`src/rtl/rf_ctrl_pkg.sv`:
```
// Shared types and default widths for the register-file writeback controller.
package rf_ctrl_pkg;

    typedef enum logic {
        SRC_EX  = 1'b0,
        SRC_MEM = 1'b1
    } src_e;

    localparam int unsigned ADDR_W_DEF = 6;
    localparam int unsigned DATA_W_DEF = 32;

endpackage

```
`src/rtl/rr_arb2.sv`:
```
// Two-requester round-robin arbiter: the source not granted last wins a contention.
module rr_arb2 (
    input  logic clk,
    input  logic rst_n_i,
    input  logic req_ex_i,
    input  logic req_mem_i,
    output logic gnt_ex_o,
    output logic gnt_mem_o
);
    import rf_ctrl_pkg::*;

    src_e last_q;
    src_e last_d;

    always_ff @(posedge clk or negedge rst_n_i) begin
        if (!rst_n_i) begin
            last_q <= SRC_MEM;
        end else begin
            last_q <= last_d;
        end
    end

    // Grants are masked while reset is held so no request is taken during reset.
    always_comb begin
        gnt_ex_o  = rst_n_i & req_ex_i  & (~req_mem_i | (last_q == SRC_MEM));
        gnt_mem_o = rst_n_i & req_mem_i & (~req_ex_i  | (last_q == SRC_EX));
    end

    always_comb begin
        last_d = last_q;
        if (gnt_ex_o) begin
            last_d = SRC_EX;
        end else if (gnt_mem_o) begin
            last_d = SRC_MEM;
        end
    end

endmodule

```
`src/rtl/rf_wb_ctrl.sv`:
```
// Register-file writeback controller: arbitrates EX/MEM writebacks into one
// registered write port and tracks outstanding destinations for hazard queries.
module rf_wb_ctrl
    import rf_ctrl_pkg::*;
#(
    parameter int unsigned addr_width_p = ADDR_W_DEF,
    parameter int unsigned data_width_p = DATA_W_DEF
) (
    input  logic                    clk,
    input  logic                    rst_n_i,
    input  logic                    ex_valid_i,
    input  logic [addr_width_p-1:0] ex_addr_i,
    input  logic [data_width_p-1:0] ex_data_i,
    output logic                    ex_ready_o,
    input  logic                    mem_valid_i,
    input  logic [addr_width_p-1:0] mem_addr_i,
    input  logic [data_width_p-1:0] mem_data_i,
    output logic                    mem_ready_o,
    input  logic                    issue_i,
    input  logic [addr_width_p-1:0] issue_addr_i,
    input  logic [addr_width_p-1:0] rs_addr_i,
    input  logic [addr_width_p-1:0] rd_addr_i,
    output logic                    rs_busy_o,
    output logic                    rd_busy_o,
    output logic                    wen_o,
    output logic [addr_width_p-1:0] w_addr_o,
    output logic [data_width_p-1:0] w_data_o
);

    localparam int unsigned REGS = 1 << addr_width_p;

    logic                    gnt_ex;
    logic                    gnt_mem;
    logic                    wen_q,    wen_d;
    logic [addr_width_p-1:0] w_addr_q, w_addr_d;
    logic [data_width_p-1:0] w_data_q, w_data_d;
    logic [REGS-1:0]         pend_q,   pend_d;

    rr_arb2 u_arb (
        .clk       (clk),
        .rst_n_i   (rst_n_i),
        .req_ex_i  (ex_valid_i),
        .req_mem_i (mem_valid_i),
        .gnt_ex_o  (gnt_ex),
        .gnt_mem_o (gnt_mem)
    );

    assign ex_ready_o  = gnt_ex;
    assign mem_ready_o = gnt_mem;

    always_comb begin
        wen_d    = gnt_ex | gnt_mem;
        w_addr_d = w_addr_q;
        w_data_d = w_data_q;
        if (gnt_ex) begin
            w_addr_d = ex_addr_i;
            w_data_d = ex_data_i;
        end else if (gnt_mem) begin
            w_addr_d = mem_addr_i;
            w_data_d = mem_data_i;
        end
    end

    // Set is applied after clear so a same-address issue and retire leaves the bit set.
    always_comb begin
        pend_d = pend_q;
        if (wen_q) begin
            pend_d[w_addr_q] = 1'b0;
        end
        if (issue_i) begin
            pend_d[issue_addr_i] = 1'b1;
        end
    end

    always_ff @(posedge clk or negedge rst_n_i) begin
        if (!rst_n_i) begin
            wen_q    <= 1'b0;
            w_addr_q <= '0;
            w_data_q <= '0;
            pend_q   <= '0;
        end else begin
            wen_q    <= wen_d;
            w_addr_q <= w_addr_d;
            w_data_q <= w_data_d;
            pend_q   <= pend_d;
        end
    end

    // A register being written this cycle is already safe to read.
    always_comb begin
        rs_busy_o = pend_q[rs_addr_i] & ~(wen_q && (w_addr_q == rs_addr_i));
        rd_busy_o = pend_q[rd_addr_i] & ~(wen_q && (w_addr_q == rd_addr_i));
    end

    assign wen_o    = wen_q;
    assign w_addr_o = w_addr_q;
    assign w_data_o = w_data_q;

endmodule

```
`config.mk`:
```
export PLATFORM = sky130hd
export DESIGN_NAME = rf_wb_ctrl
export DESIGN_NICKNAME = d
export VERILOG_FILES = /design/src/rtl/rf_ctrl_pkg.sv /design/src/rtl/rr_arb2.sv /design/src/rtl/rf_wb_ctrl.sv
export SDC_FILE = /design/constraint.sdc
export NUM_CORES = 1
export LEC_CHECK = 0
export BUFFER_PORTS_ARGS = -buffer_cell sky130_fd_sc_hd__buf_4
export CORE_MARGIN = 2
export CORE_UTILIZATION = 43
export CTS_CLUSTER_SIZE = 25
export DETAILED_ROUTE_END_ITERATION = 10
export PLACE_DENSITY = 0.67
export SYNTH_ARGS = -nofsm -noshare
export SYNTH_HDL_FRONTEND = slang
export SYNTH_SLANG_ARGS = --single-unit
```
`constraint.sdc`:
```
create_clock -name clk -period 2.2 [get_ports clk]
set_input_delay 0.11 -clock clk [delete_from_list [all_inputs] [get_ports clk]]
set_output_delay 0.11 -clock clk [all_outputs]
set_load 0.01 [all_outputs]
```
Word level (Yosys, flattened, before mapping)

Index checks and enable logic that the tools add are counted.

Register bits after elaboration: 104
Input port bits: 99

$lt $le $gt $ge: 6
Eq/ne operators: 2
Muxes and demuxes: 16
Bitwise operators: 17
Reduce and logical (&&, ||, !) cells: 5

Operator list:

| cell                                                                                 | number |
|---|---|
| 64-bit two-way mux                                                                   | 2 |
| 64-bit AND                                                                           | 1 |
| 32-bit two-way mux                                                                   | 2 |
| 64-bit inverter                                                                      | 1 |
| 64-bit bitwise OR                                                                    | 1 |
| 6-bit by 7-bit less-than comparator with 1-bit output (second input constant)        | 4 |
| 1-bit binary-select mux with 6-bit select                                            | 2 |
| 1-bit demux with 6-bit select                                                        | 2 |
| 6-bit == test                                                                        | 2 |
| 6-bit by 1-bit greater-or-equal comparator with 1-bit output (second input constant) | 2 |
| 6-bit two-way mux                                                                    | 2 |
| 1-bit AND                                                                            | 6 |
| 1-bit two-way mux                                                                    | 6 |
| 1-bit inverter                                                                       | 5 |
| 1-bit logical AND                                                                    | 4 |
| 1-bit bitwise OR                                                                     | 3 |
| 2-bit nonzero test                                                                   | 1 |

Depth between registers and ports, before layout

Gate-level depths: netlist (run 1).

Word-level depth: 9
Depth in mapped cells: 8
Depth with buffers taken out: 6

Cells and area by module

A second synthesis (run 1) with hierarchy kept.

Cells, all modules: 524
Area, all modules: 5,665.4 µm²

Modules (own cells, without submodules):

| module     | times used | cells each | area an instance (µm²) |
|---|---|---|---|
| rf_wb_ctrl | 1          | 516        | 5,602.9 |
| rr_arb2    | 1          | 8          | 62.6 |

Worst setup path after synthesis (run 1)

Ideal clock, no wire load.

Kind: register to output
From: reg pend_q[5]
To: out rs_busy_o
Data arrival time: 1,614 ps
Slack: 476 ps
Cell stages (with the launch flop): 5
Path through: dfrtp_1 > mux4_1 > mux4_1 > a22oi_1 > nand2_1

Longest elaborated chain between the ends: 3

Ends and longest elaborated chain:

| element                                   | line             | RTL |
|---|---|---|
| from (decl)                               | rf_wb_ctrl.sv:37 | `logic [REGS-1:0] pend_q, pend_d;` |
| from (signal assigned)                    | rf_wb_ctrl.sv:85 | `pend_q <= pend_d;` |
| 1-bit binary-select mux with 6-bit select | rf_wb_ctrl.sv:91 | `rs_busy_o = pend_q[rs_addr_i] & ~(wen_q && (w_addr_q == rs_addr_i));` |
| 1-bit two-way mux (not written as such)   | rf_wb_ctrl.sv:91 |  |
| 1-bit AND                                 | rf_wb_ctrl.sv:91 |  |
| to (decl)                                 | rf_wb_ctrl.sv:23 | `output logic rs_busy_o,` |

Every way passes these cells. The select of a mux whose other input is x is not followed.

Worst setup path in the final report (run 1)

From: reg pend_q[55]
To: out rs_busy_o

Same word-level chain as after synthesis.

==> impl_metrics.ini, run 1 <==
[logic_synthesis]
synthCells = 529
ys_seq_area_share_pct = 45.9
synth.avg_cell_area_um2 = 10.7
yosys_warnings = 0
postSynthNetCount = 628
ys_ff_latch = 104
synth_top_area_share_pct = 45.4
synth_ff_type = dfrtp_1
yosys-top-cells-area = dfrtp_1 (45%), o21ai_0 (15%), mux4_2 (8.7%)
synth_top_area_cell = dfrtp_1
synthesis.area_um2 = 5680
synth_edf_count = 0
synthArstFlopShare_pct = 100
synth_commonest_cells = o21ai_0 (165), dfrtp_1 (103), nand2_1 (55)
synth.most_common_cell = o21ai_0
synth.distinct_cells = 37

[clock_network]
cts_tree = done
clk_pin_slew_ns = 0.07
root_buffer = clkbuf_16
clock-sinks = 104
clock_latency_ns = 0.36
numCtsBuffers = 9
cts_max_level = 3
clock_path_buffers = 2

[drt]
drt-total-wl_um = 17100
post_drt_via_cell_ratio = 5.96
drt-initial-drc-count = 585
avgRoutedWirePerCell_um = 20.4
first_pass_iters = 6
drcViolationCount = 0
ant_nets = 0
route.vias.total = 4991

[floorplanning]
die_w_um = 119
fp.coreArea_um2 = 12800
die_area_um2 = 14100
ios = 142
rows = 41
start_util_pct = 44.4
die_h_um = 119

[placed_design]
hpwlAfterDp_um = 11900
dpl.cell_count = 819
place.gp.congestion = 0.910
io_buffers = 141

[global_routing]
antenna_found_initial = 0
grt_max_degree = 96
track_usage_pct = 25.0
grt_pass1_vias = 4926
grt_pass1_wl_um = 27000
overflow = 0

[timing]
period_share_pct = 103
finalHoldViolCount = 0
skew_ns = 0.00880
setup_ws_ns = -0.0681
rsz0062_at_grt = yes
fin_hold_ws_ns = 0.0206
slew_headroom_pct = 39.4
worstMarginPinSlew_ns = 0.906
max_freq_mhz = 441
setup_viol = 1
slew_violations = 0
timing.final.crit_period_ns = 2.27

[final_layout]
fin_cells = 838
syn_to_final_growth_pct = 27.8
finalCoreUtilization_pct = 56.8
layout-drive-gt1-share_pct = 32.0
diodes = 0
fin_nets = 760
nFillCells = 1092

[worst_setup_path]
critPathSlowestCell = mux4_2
crit_required_ns = 2.09
cp-start-kind = flip-flop
critPathMaxFanout = 3
slowest_delay_ns = 0.54
critPathMostFrequentCell = mux4_2
cp-end-kind = primary output
crit_arrival_ns = 2.16
crit_buf_inv = 1
worstSetupPathType = reg -> out
path_cells = mux4_2 > mux4_2 > a22oi_2 > nand2_1 > buf_6
cp_top_family = multiplexers

[flow_run]
max-cap-violations = 0

[power]
leakage_nw = 2.87
p_per_area_nw_per_um2 = 870
vdd.ir_drop.worst_mv = 0.438
power_w = 0.00632

[run_status]
outcome = complete, but fails checks
violations = setup timing

[hold_path]
hp-class = in -> reg
path summary, 6_finish.rpt:
kind,start,end,slack [ns],cells after the start
worst max register to register,wen_o$_DFF_PN0_,pend_q[38]$_DFF_PN0_,0.41,4
min in group asynchronous,rst_n_i,w_data_o[17]$_DFFE_PN0P_,0.17,2
worst min register to register,w_data_o[20]$_DFFE_PN0P_,w_data_o[20]$_DFFE_PN0P_,0.48,2
max in group asynchronous,rst_n_i,pend_q[2]$_DFF_PN0_,1.25,3
worst min-delay path,issue_addr_i[1],pend_q[24]$_DFF_PN0_,0.02,2
worst max-delay path,pend_q[55]$_DFF_PN0_,rs_busy_o,-0.07,5
sequential cells by signal (all words and copies together), names as in the netlist:
| name | count |
|---|---|
| w_addr_o | 6 |
| wen_o | 1 |
| u_arb.last_q | 1 |
| pend_q | 64 |
| w_data_o | 32 |
cells in the final DEF (no fill, tap or decap), types with 4 or more instances in the layout:
cell       count
dfrtp_1      103
nand4_1        5
nand2_1       55
o31ai_1        4
xnor2_1        6
nand3_1       12
inv_6          4
mux4_1         5
o21ai_0      164
mux2i_1       43
mux4_2        29
xor2_1         6
nor4_1         4
clkbuf_16      9
nand2b_1       7
buf_4        153
nor2b_1       11
nor2_1         6
nand3b_1       6
kinds of logic after synthesis:
family	count (synthesis)	share of synthesized area (%)
and+or+nand+nor	113	9.81
xor gates and xnor gates	12	1.85
DFF	104	45.9
muxes	79	22.2
buffers and inverters	38	3.57
AOI/OAI and AO/OA	183	16.7
routing by layer:
layer  vias up  track usage (%)  share of wire (%)
met5         -                0                  0
met4         0             8.18                2.8
met3        38             6.80                 10
met2       297             39.7                 48
met1      2428             33.3                 39
li1       2228                -                  -
report_power, final:
group          internal, W  leakage (nW)  total [W]  switching [W]
logic             0.000950          1.58    0.00178       0.000825
registers          0.00239          1.13    0.00274       0.000352
clock network      0.00105         0.164    0.00180       0.000752
final cells by class:
cell class                      instances  area (um^2)  share of cell area [%]
Sequential cell                       104         2600                    35.9
Clock buffer                           10          239                    3.29
Timing Repair Buffer                  157         1200                    16.6
Inverter                                2         7.51                   0.103
Multi-Input combinational cell        387         2890                    39.9
Tap cell                              172          215                    2.97
Clock inverter                          6         95.1                    1.31
metrics by stage:
step,setup WS [ns],cell area (um^2),setup TNS (ns)
2_1_floorplan,0.476,5680,0
3_3_place_gp,0.116,6890,0
3_5_place_dp,0.129,6890,0
4_1_cts,-0.0858,7260,-0.0858
5_1_grt,-0.105,7260,-0.156
6_report,-0.0681,7260,-0.0681
what timing repair did:
item                                    CTS  global route
endpoints found under the setup margin    2             2
hold buffers                              1             0
setup buffers                             2             0
endpoints found under the hold margin     9             0
pin swaps                                 5             6
resized for setup                         6            10
gates cloned                              0             0
Power figures use the tool's default switching activity.
==> run 2, diff against run 1 <==
--- a/config.mk
+++ b/config.mk
@@ -5,12 +5,13 @@
 export SDC_FILE = /design/constraint.sdc
 export NUM_CORES = 1
 export LEC_CHECK = 0
+export ABC_AREA = 1
 export BUFFER_PORTS_ARGS = -buffer_cell sky130_fd_sc_hd__buf_4
 export CORE_MARGIN = 2
 export CORE_UTILIZATION = 43
 export CTS_CLUSTER_SIZE = 25
 export DETAILED_ROUTE_END_ITERATION = 10
-export PLACE_DENSITY = 0.67
+export PLACE_DENSITY = 0.66
 export SYNTH_ARGS = -nofsm -noshare
 export SYNTH_HDL_FRONTEND = slang
 export SYNTH_SLANG_ARGS = --single-unit
==> constraint.sdc (replaced) <==
create_clock -name clk -period 2.4 [get_ports clk]
set_input_delay 0.12 -clock clk [delete_from_list [all_inputs] [get_ports clk]]
set_output_delay 0.12 -clock clk [all_outputs]
set_load 0.01 [all_outputs]
==> run 2 against run 1 <==
Total power shrank 3.6%. Clock power shrank 12%. Highest routed layer unchanged. The flow now finishes without violations. First-iteration DRC count grew 10%. Critical path type unchanged. Routed wire length grew 28%. Clock skew shrank 0.0014 ns. Sequential power is essentially flat. Combinational power is essentially flat.
==> impl_metrics.ini, run 2 <==
[logic_synthesis]
synth.avg_cell_area_um2 = 7.46
synth_edf_count = 0
synth.most_common_cell = nand2_1
synth_ff_type = dfrtp_1
yosys-top-cells-area = dfrtp_1 (43%), nand3_1 (13%), nand2_1 (11%)
synth_top_family_by_area = simple AND/OR/NAND/NOR gates
synth.distinct_cells = 28
ys_seq_area_share_pct = 43.3
synthMuxAreaShare_pct = 0
synth_commonest_cells = nand2_1 (178), nand3_1 (151), o21ai_1 (104)
yosys.area_share.simple_pct = 30.0
synth-xor-area-share_pct = 0
synthArstFlopShare_pct = 100
synth_top_area_cell = dfrtp_1
synth_fa_ha_area_share_pct = 0
postSynthNetCount = 905
ys_ff_latch = 104
yosys_warnings = 0
synthesis.area_um2 = 6010
synth_top_area_share_pct = 42.9
synthCells = 806
synth-compound-area-share_pct = 19.0

[power]
pwr-share-seq_pct = 44.8
power_frac_comb_pct = 29.1
switchingPower_w = 0.00212
p_clk_share_pct = 26.1
internal_power_w = 0.00397
power_w = 0.00609
leakage_nw = 3.32
p_per_area_nw_per_um2 = 823
vdd.ir_drop.worst_mv = 0.418
p_sw_share_pct = 34.8

[floorplanning]
die_h_um = 122
ios = 142
start_util_pct = 43.7
die_w_um = 122
rows = 43
fp.coreArea_um2 = 13800
die_area_um2 = 14900

[final_layout]
diodes = 0
regMostFlops = pend_q
final_cell_area_um2 = 7400
layout-drive-gt1-share_pct = 20.8
fin_nets = 1023
nFillCells = 1414
syn_to_final_growth_pct = 23.0
final_common_cell = nand2_1
final_cell_mix = nand2_1 (178), nand3_1 (151), buf_4 (147)
finalCoreUtilization_pct = 53.7
largest_register_ffs = 64

[drt]
drt-initial-drc-count = 646
avgRoutedWirePerCell_um = 19.7
drcViolationCount = 0
drt-total-wl_um = 21800
first_pass_iters = 6
ant_nets = 0
route.vias.total = 6473
post_drt_via_cell_ratio = 5.84

[timing]
worstMarginPinSlew_ns = 0.713
max_freq_mhz = 476
timing.final.crit_period_ns = 2.10
fin_hold_ws_ns = 0.0184
period_share_pct = 87.5
slew_violations = 0
rsz0062_at_grt = no
finalHoldViolCount = 0
fin_tns_setup_ns = 0
slew_headroom_pct = 52.4
setup_viol = 0
skew_ns = 0.00744

[worst_setup_path]
worstSetupPathType = reg -> out
crit_arrival_ns = 1.98
critPathMaxFanout = 8
cp-end-kind = primary output
crit_required_ns = 2.28
cp-start-kind = flip-flop

[run_status]
outcome = complete, no violations

[global_routing]
antenna_found_initial = 0
track_usage_pct = 29.0
overflow = 0
grt_pass1_vias = 5760
grt_max_degree = 52
grt_pass1_wl_um = 32800

[placed_design]
placed_area_um2 = 7070
io_buffers = 141
hpwlAfterDp_um = 14400
place.gp.congestion = 0.936

[clock_network]
clk_pin_slew_ns = 0.07
numCtsBuffers = 9
cts_resized = 0
clock_path_buffers = 2
clock-sinks = 104
cts_max_level = 3
root_buffer = clkbuf_16
clock_latency_ns = 0.35
cts_tree = done

[flow_run]
max-cap-violations = 0

[hold_path]
hp-class = in -> reg
[run 2: per-layer routing]
metal / global-route usage (%) / share of wire (%)
met5: 0 / 0
met4: 10.6 / 3.6
met3: 7.57 / 8.9
met2: 43.2 / 46
met1: 40.8 / 42
[run 2: cell families (layout without fill, tap and decap cells)]
kind of cell,after synthesis,in the layout
AOI/OAI and AO/OA,221,221
buffers and inverters,84,207
DFF,104,104
and+or+nand+nor,397,397
[run 2: repair_timing]
action	4_1_cts	5_1_grt
hold endpoints to repair	12	0
hold buffers	1	0
setup buffers	0	0
[run 2: stage by stage]
stage	instances	worst slack, ns
floorplan	806	1.03
global placement	1092	0.687
detailed placement	1092	0.641
CTS	1109	0.320
global route	1109	0.171
finish	1109	0.301
[run 2: final cells by class]
| class | instances | area, um^2 | share of cell area (%) |
|---|---|---|---|
| clock buffer | 9 | 225 | 3.04 |
| clock inverter | 7 | 95.1 | 1.29 |
| inverter | 42 | 170 | 2.30 |
| multi-input combinational | 618 | 2940 | 39.8 |
| sequential | 104 | 2600 | 35.2 |
| tap | 180 | 225 | 3.04 |
| timing repair buffer | 149 | 1130 | 15.3 |
[run 2: power groups by stage]
stage          sequential, W  combinational, W  clock, W
2_1_floorplan        0.00268           0.00111         0
3_3_place_gp         0.00273           0.00171         0
3_5_place_dp         0.00274           0.00174         0
4_1_cts              0.00271           0.00175   0.00162
5_1_grt              0.00280           0.00198   0.00170
6_report             0.00273           0.00177   0.00159
[run 2: worst max-delay path: stages (launching register included)]
cell     delay [ns]
dfrtp_1        0.52
inv_2          0.24
o21ai_0        0.11
nor3_1         0.19
nor4b_2        0.34
a21oi_2        0.08
buf_4          0.16
[run 2: path summary, 6_finish.rpt]
| path | startpoint | end | slack (ns) | cells past startpoint |
|---|---|---|---|---|
| worst max-delay path | w_addr_o[1]$_DFFE_PN0P_ | rs_busy_o | 0.30 | 6 |
| worst min-delay path | ex_data_i[9] | w_data_o[9]$_DFFE_PN0P_ | 0.02 | 3 |
| worst max register to register | w_addr_o[0]$_DFFE_PN0P_ | pend_q[9]$_DFF_PN0_ | 0.64 | 5 |
| worst min register to register | u_arb.last_q$_DFFE_PN1P_ | u_arb.last_q$_DFFE_PN1P_ | 0.52 | 2 |
| max in group asynchronous | rst_n_i | pend_q[39]$_DFF_PN0_ | 0.68 | 4 |
| min in group asynchronous | rst_n_i | w_data_o[24]$_DFFE_PN0P_ | 0.21 | 2 |
